--- config.mk ---
export PLATFORM = sky130hd
export DESIGN_NAME = mem_arbiter_wb
export DESIGN_NICKNAME = d
export VERILOG_FILES = /design/src/rtl/mem_arbiter_wb.sv
export SDC_FILE = /design/constraint.sdc
export NUM_CORES = 1
export LEC_CHECK = 0
export CORE_ASPECT_RATIO = 0.8
export CORE_MARGIN = 10
export CORE_UTILIZATION = 34
export DETAILED_ROUTE_END_ITERATION = 12
export SYNTH_ARGS = -nofsm -noshare
export SYNTH_HDL_FRONTEND = slang
export SYNTH_SLANG_ARGS = --single-unit
--- constraint.sdc ---
create_clock -name CLK -period 10.35 [get_ports CLK]
set_clock_uncertainty 0.15 [all_clocks]
set_input_delay 1.035 -clock CLK [delete_from_list [all_inputs] [get_ports CLK]]
set_output_delay 1.035 -clock CLK [all_outputs]
set_load 0.02 [all_outputs]
--- src/rtl/mem_arbiter_wb.sv ---
// -----------------------------------------------------------------------------
// mem_arbiter_wb
//
// Single-port RAM arbiter for one core. It sits between the i$ and d$ request
// ports and the RAM and holds d$ stores in a posted write buffer (circular
// FIFO) so that stores never stall the core while the RAM is busy. Loads are
// answered straight from the buffer when it holds the address (youngest store
// wins); otherwise they are read from RAM. RAM wait states are honoured
// through ramstate. halt_out reports a halt only once every posted store has
// reached RAM.
//
// Ports
//   CLK, nRST              clock, asynchronous active-low reset
//   icache_REN/addr        i$ read request (byte address)
//   icache_hit/load        i$ data valid this cycle / data (= ramload)
//   dread_valid/lq/addr    d$ load request, load-queue tag, word address
//   dread_blocked          load not accepted this cycle (arbiter busy)
//   dresp_valid/lq/data    single-cycle load response
//   dwrite_valid/addr/data d$ store request (word address)
//   dwrite_blocked         store not accepted (write buffer full)
//   memaddr/memREN/memWEN  RAM request (byte address)
//   memstore               RAM write data (head of the write buffer)
//   ramstate, ramload      RAM handshake state and read data
//   halt_in, halt_out      core halted / halted with buffer drained
// -----------------------------------------------------------------------------
package mem_arbiter_wb_pkg;
   typedef enum logic [1:0] {
      FREE   = 2'd0,
      BUSY   = 2'd1,
      ACCESS = 2'd2,
      ERROR  = 2'd3
   } ramstate_t;
endpackage

module mem_arbiter_wb
   import mem_arbiter_wb_pkg::*;
#(
   parameter int WB_DEPTH = 4,
   parameter int ADDR_W   = 14,
   parameter int LQ_W     = 3
) (
   input  logic              CLK,
   input  logic              nRST,

   input  logic              icache_REN,
   input  logic [31:0]       icache_addr,
   output logic              icache_hit,
   output logic [31:0]       icache_load,

   input  logic              dread_valid,
   input  logic [LQ_W-1:0]   dread_lq,
   input  logic [ADDR_W-1:0] dread_addr,
   output logic              dread_blocked,
   output logic              dresp_valid,
   output logic [LQ_W-1:0]   dresp_lq,
   output logic [31:0]       dresp_data,

   input  logic              dwrite_valid,
   input  logic [ADDR_W-1:0] dwrite_addr,
   input  logic [31:0]       dwrite_data,
   output logic              dwrite_blocked,

   output logic [31:0]       memaddr,
   output logic              memREN,
   output logic              memWEN,
   output logic [31:0]       memstore,
   input  ramstate_t         ramstate,
   input  logic [31:0]       ramload,

   input  logic              halt_in,
   output logic              halt_out
);

   localparam int IDX_W = $clog2(WB_DEPTH);
   localparam int PTR_W = IDX_W + 1;

   typedef enum logic [1:0] {IDLE, DREAD, WRITE, IREAD} state_t;

   state_t state, next_state;

   // Write buffer: pointers carry one extra wrap bit to tell full from empty.
   logic [PTR_W-1:0]  head, tail, head_nxt, tail_nxt;
   logic [IDX_W-1:0]  head_idx, tail_idx;
   logic [WB_DEPTH-1:0] wb_valid;
   logic [ADDR_W-1:0] wb_addr [WB_DEPTH];
   logic [31:0]       wb_data [WB_DEPTH];
   logic              full_q;
   logic              full_nxt;
   logic              wb_empty;
   logic              head_valid;

   logic              ram_done;
   logic              enq, deq;
   logic              ld_accept;

   // Load forwarding CAM results.
   logic              fwd_hit;
   logic [31:0]       fwd_data;
   logic [IDX_W-1:0]  slot;

   // Captured RAM-load request.
   logic [ADDR_W-1:0] ld_addr_q;
   logic [LQ_W-1:0]   ld_lq_q;

   assign head_idx   = head[IDX_W-1:0];
   assign tail_idx   = tail[IDX_W-1:0];
   assign wb_empty   = (head == tail);
   assign head_valid = wb_valid[head_idx];

   // ERROR completes the access like ACCESS; the data is taken as-is.
   assign ram_done  = (ramstate == ACCESS) || (ramstate == ERROR);
   assign enq       = dwrite_valid & ~full_q;
   assign deq       = (state == WRITE) & ram_done;
   assign ld_accept = dread_valid & (state == IDLE);

   assign head_nxt = head + {{(PTR_W-1){1'b0}}, deq};
   assign tail_nxt = tail + {{(PTR_W-1){1'b0}}, enq};
   assign full_nxt = (head_nxt[IDX_W-1:0] == tail_nxt[IDX_W-1:0]) &&
                     (head_nxt[PTR_W-1] != tail_nxt[PTR_W-1]);

   assign dwrite_blocked = full_q;
   assign dread_blocked  = (state != IDLE);
   assign halt_out       = halt_in & wb_empty & (state == IDLE);
   assign icache_load    = ramload;
   assign memstore       = wb_data[head_idx];

   // Walk the buffer oldest to youngest from the head so the last match is the
   // youngest one; a store enqueuing this very cycle is younger still.
   always_comb begin
      // NOTE: every combinational output gets a default first so no path
      // leaves it unassigned, which would otherwise infer a latch.
      fwd_hit  = 1'b0;
      fwd_data = '0;
      slot     = '0;
      for (int i = 0; i < WB_DEPTH; i++) begin
         slot = head_idx + IDX_W'(i);
         if (wb_valid[slot] && (wb_addr[slot] == dread_addr)) begin
            fwd_hit  = 1'b1;
            fwd_data = wb_data[slot];
         end
      end
      if (enq && (dwrite_addr == dread_addr)) begin
         fwd_hit  = 1'b1;
         fwd_data = dwrite_data;
      end
   end

   // FSM state register.
   always_ff @(posedge CLK or negedge nRST) begin
      if (!nRST) begin
         state <= IDLE;
      end else begin
         // NOTE: state and all other flops use non-blocking assignment so every
         // register samples pre-edge values regardless of process order.
         state <= next_state;
      end
   end

   // Next state and RAM request. Priority in IDLE: load, buffered store, i$.
   always_comb begin
      next_state = state;
      memREN     = 1'b0;
      memWEN     = 1'b0;
      memaddr    = '0;
      icache_hit = 1'b0;
      case (state)
         IDLE: begin
            if (dread_valid) begin
               next_state = fwd_hit ? IDLE : DREAD;
            end else if (head_valid) begin
               next_state = WRITE;
            end else if (icache_REN) begin
               next_state = IREAD;
            end
         end
         DREAD: begin
            memREN  = 1'b1;
            memaddr = 32'({ld_addr_q, 2'b00});
            if (ram_done) next_state = IDLE;
         end
         WRITE: begin
            memWEN  = 1'b1;
            memaddr = 32'({wb_addr[head_idx], 2'b00});
            if (ram_done) next_state = IDLE;
         end
         IREAD: begin
            memREN     = 1'b1;
            memaddr    = icache_addr;
            icache_hit = ram_done;
            if (ram_done) next_state = IDLE;
         end
         default: next_state = IDLE;
      endcase
   end

   // Buffer control: pointers, per-entry valid bits, registered full flag.
   always_ff @(posedge CLK or negedge nRST) begin
      if (!nRST) begin
         head     <= '0;
         tail     <= '0;
         wb_valid <= '0;
         full_q   <= 1'b0;
      end else begin
         // Enqueue and dequeue never hit the same slot: that would need the
         // buffer full, and a full buffer refuses the enqueue.
         if (enq) wb_valid[tail_idx] <= 1'b1;
         if (deq) wb_valid[head_idx] <= 1'b0;
         head   <= head_nxt;
         tail   <= tail_nxt;
         full_q <= full_nxt;
      end
   end

   // NOTE: the entry payload has no reset; the valid bits alone decide whether
   // an entry is meaningful, so clearing the storage would only cost area.
   always_ff @(posedge CLK) begin
      if (enq) begin
         wb_addr[tail_idx] <= dwrite_addr;
         wb_data[tail_idx] <= dwrite_data;
      end
   end

   // Load request capture and single-cycle response.
   always_ff @(posedge CLK or negedge nRST) begin
      if (!nRST) begin
         ld_addr_q   <= '0;
         ld_lq_q     <= '0;
         dresp_valid <= 1'b0;
         dresp_lq    <= '0;
         dresp_data  <= '0;
      end else begin
         dresp_valid <= 1'b0;
         if (ld_accept && !fwd_hit) begin
            ld_addr_q <= dread_addr;
            ld_lq_q   <= dread_lq;
         end
         if (ld_accept && fwd_hit) begin
            dresp_valid <= 1'b1;
            dresp_lq    <= dread_lq;
            dresp_data  <= fwd_data;
         end else if ((state == DREAD) && ram_done) begin
            dresp_valid <= 1'b1;
            dresp_lq    <= ld_lq_q;
            dresp_data  <= ramload;
         end
      end
   end

endmodule

==> flow_metrics.py <==
metrics = {
    "clocking": {
        "cts_buffers": 30,
        "cts_tree": "yes",
        "post_cts_buffers": 0,
        "clk_pin_slew_ns": 0.06,
        "cts_buffer_depth": 3,
        "h-tree-depth": 1,
        "cts.sinks": 250,
        "cts_resized": 0,
        "root_buffer": "clkbuf_16",
        "clk_latency_ns": 0.57,
        "hold_buffers": 0,
    },
    "placed_design": {
        "globalplace.congestion": 0.823,
        "portBuffers": 271,
        "pre_cts_ws_ns": 4.27,
        "dp_hpwl_microns": 33600,
    },
    "routing": {
        "drt_iter0_markers": 1039,
        "post-route-drc-count": 0,
        "antenna_left": 0,
        "viasPerCell": 5.89,
        "routed-via-count": 11700,
        "wire_per_inst_microns": 25.7,
        "first_pass_iters": 5,
        "wl_microns": 51100,
    },
    "power": {
        "power_leakage_nw": 7.24,
        "p_per_area_nw_per_um2": 301,
        "ir_worst_vdd_mv": 0.191,
        "p_total_mw": 6.14,
    },
    "hold_path": {
        "hp-class": "input port to async pin",
    },
    "sta": {
        "fmax_mhz": 160,
        "worstMarginPinSlew_ns": 1.17,
        "slew_headroom": 0.220,
        "setup_tns_ns": 0,
        "setup_viol_count_final": 0,
        "drv_slew": 0,
        "holdWs_ns": 0.219,
        "hold_violations": 0,
        "period_share": 0.603,
        "rsz0062_at_grt": "false",
        "fin_ws_ns": 4.11,
        "final.min_clock_period_ns": 6.24,
    },
    "cells_and_area": {
        "fillCellCount": 4257,
        "nets": 1484,
        "drive_gt1_frac": 0.227,
        "syn_to_final_growth_pct": 24.8,
        "final_core_util": 0.431,
    },
    "synth": {
        "avgSynthCellArea_sq_um": 14.0,
        "netlist_area_sq_um": 16300,
        "synth_top_family_by_area": "multiplexers",
        "synth.yosys.seq_area_share": 0.440,
        "synth_compound_area_frac": 0.103,
        "synth-edff-count": 184,
        "synth_flop_cell": "edfxtp_1",
        "syn-num-nets": 1306,
        "synth.area.mux_share": 0.302,
        "synthArstFlopShare": 0.264,
        "synth_xor_area_frac": 0.0381,
        "syn_inst": 1163,
        "synth_fa_ha_area_frac": 0.00613,
        "yosys_warnings": 0,
        "ys_types": 53,
        "ys_ff_latch": 250,
        "synth_simple_gate_area_frac": 0.0601,
    },
    "worst_setup_path": {
        "crit_type": "flip-flop to output port",
        "setup.worst_path.end_class": "output port",
        "crit_family": "buffers and inverters",
        "worst-path-max-fanout": 60,
        "worstPathArrival_ns": 5.06,
        "setup.worst_path.start_class": "flip-flop",
        "crit_top_cell": "buf_4",
        "required_ns": 9.17,
        "crit_path_top_delay_cell": "buf_4",
        "max_stage_delay_ns": 0.88,
        "path_cells": "buf_4 -> buf_4 -> buf_4 -> mux4_2 -> clkdlybuf4s50_1",
        "cp.buffers_inverters": 4,
    },
    "floorplanning": {
        "die_x_microns": 265,
        "die_area_sq_um": 57200,
        "rows": 71,
        "start_util": 0.345,
        "ios": 273,
        "core-area_sq_um": 47300,
        "fp.dieH_microns": 216,
    },
    "global_routing": {
        "use_met3": 0.0453,
        "met1_usage": 0.237,
        "met2_usage": 0.273,
        "track_usage": 0.174,
        "gr-total-overflow": 0,
        "grt_max_degree": 67,
        "antenna_found_initial": 4,
        "grt_pass1_vias": 11800,
        "top_usage_layer": "met2",
        "grt_pass1_wl_microns": 76900,
    },
    "flow_run": {
        "max_cap_violations": 0,
    },
    "status": {
        "status": "completed",
    },
}
[final timing paths]
kind                         startpoint              to  slack [ns]  depth (start not counted)
hold / removal                     nRST  dresp_data[16]        0.22                          1
hold reg to reg            ld_addr_q[1]    ld_addr_q[1]        0.36                          1
min in group CLK           ld_addr_q[1]    ld_addr_q[1]        0.36                          1
setup reg to reg                head[0]   dresp_data[1]        4.29                         11
setup / recovery                head[0]     memstore[8]        4.11                          5
max in group asynchronous          nRST         head[1]        8.68                          2
[cell families after synthesis]
family                     count (synthesis)
muxes                                    271
DFF                                      250
AOI/OAI and AO/OA                        218
and+or+nand+nor                          188
buffers and inverters                    157
xor gates and xnor gates                  71
adders and majority gates                  8
[layer usage]
layer / vias to the layer above / wire length, microns
met5: - / 41
met4: 6 / 1020
met3: 71 / 4230
met2: 493 / 23600
met1: 6102 / 22100
li1: 5036 / -
[metrics by stage]
stage / cells / cell area [sq um]
2_1_floorplan: 1163 / 16300
3_3_place_gp: 1929 / 19300
3_5_place_dp: 1929 / 19300
4_1_cts: 1984 / 20400
5_1_grt: 1984 / 20400
6_report: 1987 / 20400
[synth_stat cells (6+ instances only)]
master      n  area (sq um)
a21boi_0   32           240
buf_1      11          41.3
buf_2      19          95.1
a21o_1     32           240
mux4_2    170          3830
mux2_4      8           120
nand2_1    28           105
and3_1     27           169
o2111a_1   32           360
mux2_2     45           507
a22o_1     36           315
buf_6       9           101
xor2_1     29           254
ha_1        8           100
dfrtp_1    66          1650
inv_1      11          41.3
or3_1      33           206
mux2i_1    48           480
nor2_1     49           184
a21oi_1     7          35.0
nor4_1      8          50.1
xnor2_1    42           368
nor3_1      8          40.0
o21ai_0    52           260
nand3_1    10          50.1
nand4_1     6          37.5
clkbuf_1   67           251
buf_4      39           293
edfxtp_1  184          5530
[where the power goes]
part | switching (mW) | internal, mW
clock | 0.442 | 0.724
combinational | 1.59 | 1.73
sequential | 0.284 | 1.37
total | 2.32 | 3.82
[sequential cells by signal, indices dropped and copies added (netlist names)]
| name | count |
|---|---|
| dresp_data | 32 |
| dresp_lq | 3 |
| dresp_valid | 1 |
| dwrite_blocked | 1 |
| head | 3 |
| ld_addr_q | 14 |
| ld_lq_q | 3 |
| state | 2 |
| tail | 3 |
| wb_addr | 56 |
| wb_data | 128 |
| wb_valid | 4 |
[worst reg2reg max path, stage by stage, from the launching register on]
cell      delay, ns
dfrtp_4        0.87
inv_1          0.53
ha_4           1.02
mux4_2         0.46
xor2_1         0.16
nor4_1         0.26
and4_1         0.36
nand3_2        0.90
nand4_1        0.33
buf_4          0.49
o2111a_1       0.35
a21o_1         0.13
[area by class of cell]
cell class / count / area [sq um] / area share
Timing Repair Buffer: 291 / 2860 / 0.140
Inverter: 12 / 45.0 / 0.00221
Clock inverter: 17 / 258 / 0.0126
Tap cell: 620 / 776 / 0.0381
Antenna cell: 3 / 7.51 / 0.000368
Clock buffer: 38 / 842 / 0.0413
Sequential cell: 250 / 7180 / 0.353
Multi-Input combinational cell: 756 / 8410 / 0.413
[cells in the final DEF (no fill, tap or decap), types with 11 or more instances in the layout]
cell             instances
xnor2_1                 42
mux2i_1                 48
mux2_2                  45
inv_1                   11
clkbuf_16               31
a21boi_0                32
o21ai_0                 52
dfrtp_1                 64
o2111a_1                32
a21o_1                  32
edfxtp_1               184
nand2_1                 27
buf_4                   21
and3_1                  25
clkdlybuf4s50_1        270
xor2_1                  29
a22o_1                  36
nor2_1                  46
mux4_2                 170
or3_1                   33
Power figures use the tool's default switching activity.
